$ cat src/rtl/jk_reg_bank.sv
// Bank of WIDTH JK cells sharing one clock and async reset; the same cells also serve as an
// up-counter (T-chain) or a parallel-load register. Optional toggle-event counter: JK_BANK_EVT_CNT_EN.
module jk_reg_bank #(
  parameter int               WIDTH   = 8,
  parameter logic [WIDTH-1:0] RST_VAL = {WIDTH{1'b0}},
  parameter int               CNT_W   = 8
) (
  input  logic             clk,
  input  logic             reset,
  input  logic             en,
  input  logic [1:0]       mode,
  input  logic [WIDTH-1:0] j,
  input  logic [WIDTH-1:0] k,
  input  logic [WIDTH-1:0] d,
  output logic [WIDTH-1:0] q,
  output logic [WIDTH-1:0] qn,
  output logic             changed,
  output logic             wrap,
  output logic [CNT_W-1:0] evt_cnt
);

  localparam logic [1:0] MODE_JK   = 2'b00;
  localparam logic [1:0] MODE_CNT  = 2'b01;
  localparam logic [1:0] MODE_LOAD = 2'b10;

  logic [WIDTH-1:0] r_q;
  logic             r_changed;
  logic             r_wrap;
  logic [WIDTH-1:0] w_next_q;
  logic [WIDTH-1:0] w_jk_q;
  logic [WIDTH-1:0] w_tog;
  logic             w_wrap_nxt;
  logic             w_changed_nxt;

  // Bit i toggles when every lower bit is 1; all bits see the same edge.
  function automatic logic [WIDTH-1:0] count_toggles(input logic [WIDTH-1:0] q_in);
    logic [WIDTH-1:0] one_v;
    logic [WIDTH-1:0] low_mask;
    logic [WIDTH-1:0] tog;
    one_v = {{(WIDTH-1){1'b0}}, 1'b1};
    tog   = {WIDTH{1'b0}};
    for (int i = 0; i < WIDTH; i++) begin
      low_mask = (one_v << i) - one_v;
      tog[i]   = &(q_in | ~low_mask);
    end
    return tog;
  endfunction

  assign w_jk_q = (j & ~r_q) | (~k & r_q);
  assign w_tog  = count_toggles(r_q);

  // Next-state selection by mode; disabled cycles and mode 11 hold q.
  always_comb begin
    w_next_q   = r_q;
    w_wrap_nxt = 1'b0;
    if (en) begin
      case (mode)
        MODE_JK:   w_next_q = w_jk_q;
        MODE_CNT: begin
          w_next_q   = r_q ^ w_tog;
          w_wrap_nxt = &r_q;
        end
        MODE_LOAD: w_next_q = d;
        default:   w_next_q = r_q;
      endcase
    end else begin
      w_next_q   = r_q;
      w_wrap_nxt = 1'b0;
    end
  end

  assign w_changed_nxt = (w_next_q != r_q);

  // State and status flag registers.
  always_ff @(posedge clk or posedge reset) begin
    if (reset) begin
      r_q       <= RST_VAL;
      r_changed <= 1'b0;
      r_wrap    <= 1'b0;
    end else begin
      r_q       <= w_next_q;
      r_changed <= w_changed_nxt;
      r_wrap    <= w_wrap_nxt;
    end
  end

`ifdef JK_BANK_EVT_CNT_EN
  logic [CNT_W-1:0] r_evt_cnt;

  // Saturating count of edges that changed q; only reset clears it.
  always_ff @(posedge clk or posedge reset) begin
    if (reset) begin
      r_evt_cnt <= {CNT_W{1'b0}};
    end else if (w_changed_nxt && (r_evt_cnt != {CNT_W{1'b1}})) begin
      r_evt_cnt <= r_evt_cnt + {{(CNT_W-1){1'b0}}, 1'b1};
    end else begin
      r_evt_cnt <= r_evt_cnt;
    end
  end

  assign evt_cnt = r_evt_cnt;
`else
  assign evt_cnt = {CNT_W{1'b0}};
`endif

  assign q       = r_q;
  assign qn      = ~r_q;
  assign changed = r_changed;
  assign wrap    = r_wrap;

endmodule

$ cat config.mk
export PLATFORM = sky130hd
export DESIGN_NAME = jk_reg_bank
export DESIGN_NICKNAME = d
export VERILOG_FILES = /design/src/rtl/jk_reg_bank.sv
export SDC_FILE = /design/constraint.sdc
export NUM_CORES = 1
export LEC_CHECK = 0
export ABC_CLOCK_PERIOD_IN_PS = 4300
export BUFFER_PORTS_ARGS = -buffer_cell sky130_fd_sc_hd__buf_2
export CAP_MARGIN = 20
export CORE_MARGIN = 2
export CORE_UTILIZATION = 52
export CTS_BUF_LIST = sky130_fd_sc_hd__clkbuf_8
export CTS_CLUSTER_DIAMETER = 200
export CTS_CLUSTER_SIZE = 25
export DETAILED_ROUTE_END_ITERATION = 6
export PLACE_DENSITY = 0.84
export SLEW_MARGIN = 20
export SYNTH_ARGS = -nofsm -noshare
export SYNTH_HDL_FRONTEND = slang
export SYNTH_SLANG_ARGS = --single-unit
$ cat constraint.sdc
create_clock -name clk -period 4.3 [get_ports clk]
set_input_delay 0.215 -clock clk [delete_from_list [all_inputs] [get_ports clk]]
set_output_delay 0.215 -clock clk [all_outputs]
set_load 0.05 [all_outputs]
Yosys cells after proc, flatten, opt, wreduce, memory -nomap -nowiden
Cells that the tools add are included. W data, S select, Z words.

Bits in registers: 10. Input bits: 29.

Equal/unequal tests: 3. Mux-type cells: 4. Bitwise logic cells: 6. Reductions and logical operators: 8.

Operators by type and width (count): $pmux W8 S3 (1); $and A8 B8 Y8 (2); $not A8 Y8 (2); $mux W8 (1); $ne A8 B8 Y1 (1); $or A8 B8 Y8 (1); $reduce_and A8 Y1 (1); $xor A8 B8 Y8 (1); $reduce_and A7 Y1 (1); $reduce_and A6 Y1 (1); $reduce_and A5 Y1 (1); $reduce_and A4 Y1 (1); $reduce_and A3 Y1 (1); $eq A2 B1 Y1 const B (1); $eq A2 B2 Y1 const B (1); $logic_not A2 Y1 (1); $mux W1 (2); $reduce_and A2 Y1 (1).

Longest topological paths before layout
Depth after elaboration: 6. Depth in mapped cells: 8.

Least setup slack after synthesis
Ideal clock, no wire load.

Path type: register to register. From: register r_q[0], in the netlist q[0]. To: register r_changed, in the netlist changed. Library setup time: 0.141 ns. Arrival time: 1.826 ns. Required time: 4.159 ns. Slack: 2.333 ns. Cell stages (with the launch flop): 7. Buffers on the path: 0. Period minus slack after synthesis: 1.967 ns. Cell sequence: dfrtp_1 > ha_1 > and4_2 > o21ai_0 > a21oi_1 > o2111a_1 > o2111ai_1.

Longest elaborated chain between the ends: 6. Elaborated cells between the ends (all ways): 14. Classes of those cells: 1 x eq/ne; 2 x mux; 5 x bitwise; 6 x reduce/logical.

Ends and longest elaborated chain: start, declared (line 26) `logic [WIDTH-1:0] r_q;`; start signal, assigned (line 81) `r_q <= w_next_q;`; parallel branches: the longest is 5 deep, another holds $xor A8 B8 Y8; $ne A8 B8 Y1 (*) (line 72) `assign w_changed_nxt = (w_next_q != r_q);`; via w_changed_nxt (line 33) `logic w_changed_nxt;`; end signal, assigned (line 82) `r_changed <= w_changed_nxt;`; end, declared (line 27) `logic r_changed;`.

Mark *: on every way through the listed nets, which the timed path passes.

Worst setup path after layout
Same ends and word-level chain as after synthesis.

==> results.ini <==
[placed_design]
portBuffers = 46
gp_congestion = 0.945
placed_cells = 224
pre_cts_ws_ps = 2430
place_hpwl_mm = 2.38

[global_routing]
grt_max_degree = 30
grt_pass1_wl_mm = 5.29
track_usage = 0.263
antenna_found_initial = 0
grt_pass1_vias = 1244
overflow = 0

[yosys]
yosysTopAreaCell = dfrtp_1
netlist_area_um2 = 1170
synth_cells = 162
synth_ff_type = dfrtp_1
syn_area_per_cell_um2 = 7.23
async_flop_share = 1.00
synth_area_leaders = dfrtp_1 (21%), o21ai_0 (9.8%), a21oi_1 (5.6%), buf_4 (5.1%), inv_1 (3.8%)
synth_top_cell_area_share = 0.214
ys_warn_count = 0
synth-seq-area-share = 0.214
synth-edff-count = 0
yosysUniqueCellTypes = 45
synth-seq-cells = 10

[clocking]
clk_latency_ps = 230
cts_root_buf = clkbuf_8
tritoncts = done
clock-sinks = 10
clk_pin_slew_ps = 50
cts_buffer_depth = 2
h-tree-depth = 1
cts_buffers = 3
post_cts_buffers = 0

[pwr]
leakagePower_nw = 0.645
power.density_nw_per_um2 = 370
ir_drop_mv = 0.242

[routing]
dr.pass1.iters = 5
ant_nets = 0
drc = 0
drt_iter0_markers = 63
num_vias = 1369
avgViaCountPerCell = 6.00
detail_route.wl_per_cell_um = 14.1
finalWirelength_mm = 3.22

[floorplanning]
die_h_um = 51.5
die_w_um = 51.5
start_util = 0.540
num_io_pins = 55
core_um2 = 2170
die_area_um2 = 2650
num_rows = 17

[setup_path]
critPathRequiredTime_ps = 4400
regToRegStartpoint = q[0]$_DFF_PP0_
critical_path.startpoint = q[0]$_DFF_PP0_
endpoint_kind = flip-flop
r2r_cells = 6
crit_path_start_kind = flip-flop
worstPathMaxFanout = 9
r2r_end = changed$_DFF_PP0_
r2r_slack_ps = 2390
crit_arrival_ps = 2010
critPathKind = flip-flop to flip-flop

[final_layout]
diodes = 0
seq_area_um2 = 250
drive_gt1_frac = 0.265
fin_nets = 233
multi_input_area_um2 = 768
areaGrowthSynthToFinish_pct = 17.8
finalNonFillerCells = 228
fillers = 215

[hold_path]
worstHoldPathCells = 4
worstHoldEndpoint = q[1]$_DFF_PP0_
worstHoldStart = k[1]
min_path_type = input pin to flip-flop

[timing]
fin_tns_setup_ps = 0
finalCritPeriodShare = 0.445
fin_ws_ps = 2390
slew_viol_final = 0
period_needed_ps = 1910
hold_viol = 0
fmax_ghz = 0.523
fin_skew_ps = 0.369
rsz0062_at_grt = no
hold_ws_ps = 318
setup_viol = 0

[flow_run]
drv_cap = 0

[run_status]
status = completed

## metal layers
metal / up-vias / GRT usage / share of wire
li1: 656 / - / -
met1: 617 / 0.341 / 0.41
met2: 86 / 0.397 / 0.46
met3: 10 / 0.0351 / 0.098
met4: 0 / 0.189 / 0.032
met5: - / 0 / 0
## critical path, stage by stage (launching register included)
cell and delay (ps):
dfrtp_1 480, ha_1 300, and4_2 310, o21ai_0 100, a21oi_1 280, o2111a_1 210, o2111ai_1 100
## worst max-delay path by stage
stage                         to  slack, ps
2_1_floorplan  changed$_DFF_PP0_       2330
3_3_place_gp   changed$_DFF_PP0_       2490
3_5_place_dp   changed$_DFF_PP0_       2430
4_1_cts        changed$_DFF_PP0_       2430
5_1_grt        changed$_DFF_PP0_       2240
6_report       changed$_DFF_PP0_       2390
## sequential cells by signal, indices dropped and copies added, names as in the netlist
register and flops:
wrap 1, changed 1, q 8
## area by class of cell
class / instances / share of cell area
sequential: 10 / 0.181
multi-input combinational: 128 / 0.557
inverter: 12 / 0.0326
timing repair buffer: 47 / 0.174
tap: 28 / 0.0254
clock buffer: 3 / 0.0299
## cells in the final DEF, fill, tap and decap left out, types with 2 or more instances in the layout
cell | Yosys | layout
o31a_1 | 2 | 2
or2_0 | 2 | 2
a22o_1 | 3 | 3
nand2_1 | 12 | 12
mux2i_1 | 3 | 3
buf_2 | 4 | 46
nor3_1 | 5 | 5
a211oi_1 | 3 | 3
inv_1 | 12 | 12
mux2_2 | 2 | 2
or3_1 | 2 | 2
a31oi_1 | 5 | 5
o31ai_1 | 3 | 3
a21oi_1 | 13 | 13
o2111a_1 | 2 | 2
and2_1 | 3 | 3
o21ai_0 | 23 | 23
ha_1 | 2 | 2
clkbuf_8 | 2 | 3
nand3_1 | 2 | 2
nor2b_1 | 3 | 3
nor2_1 | 12 | 12
dfrtp_1 | 10 | 10
conb_1 | 1 | 8
## Yosys cell counts (all sizes together), types with 3 or more instances
library cell  instances
o21ai                23
a21oi                13
buf                  13
inv                  12
nand2                12
nor2                 12
dfrtp                10
clkbuf                6
a31oi                 5
nor3                  5
a211oi                3
a22o                  3
and2                  3
mux2i                 3
nor2b                 3
o31ai                 3
## metrics by stage
stage | utilization | total power [mW] | area, µm²
floorplan | - | 0.356 | 1200
CTS | 0.636 | 0.510 | 1380
finish | 0.636 | 0.510 | 1380
global placement | 0.612 | 0.403 | 1330
detailed placement | 0.612 | 0.408 | 1330
global route | 0.636 | 0.541 | 1380
## where the power goes
| group | leakage (nW) | internal (mW) | total (mW) | switching [mW] |
|---|---|---|---|---|
| sequential | 0.123 | 0.109 | 0.141 | 0.0317 |
| combinational | 0.501 | 0.0752 | 0.271 | 0.196 |
| clock | 0.0216 | 0.0614 | 0.0982 | 0.0369 |
| total | 0.645 | 0.246 | 0.510 | 0.265 |
## what timing repair did
action,CTS,global route
gates resized for setup,0,0
endpoints found under the hold margin,10,0
hold buffers,1,0
## kinds of logic after synthesis
kind of cell / Yosys count / share of synthesized area
AO/OA/AOI/OAI: 63 / 0.342
XOR/XNOR: 1 / 0.00748
adder cells (fa/ha/maj): 2 / 0.0214
buffers and inverters: 31 / 0.153
flip-flops: 10 / 0.214
multiplexers: 5 / 0.0449
other: 1 / 0.00320
AND/OR/NAND/NOR: 49 / 0.215
Note: power is estimated with default switching activity, not from simulation.
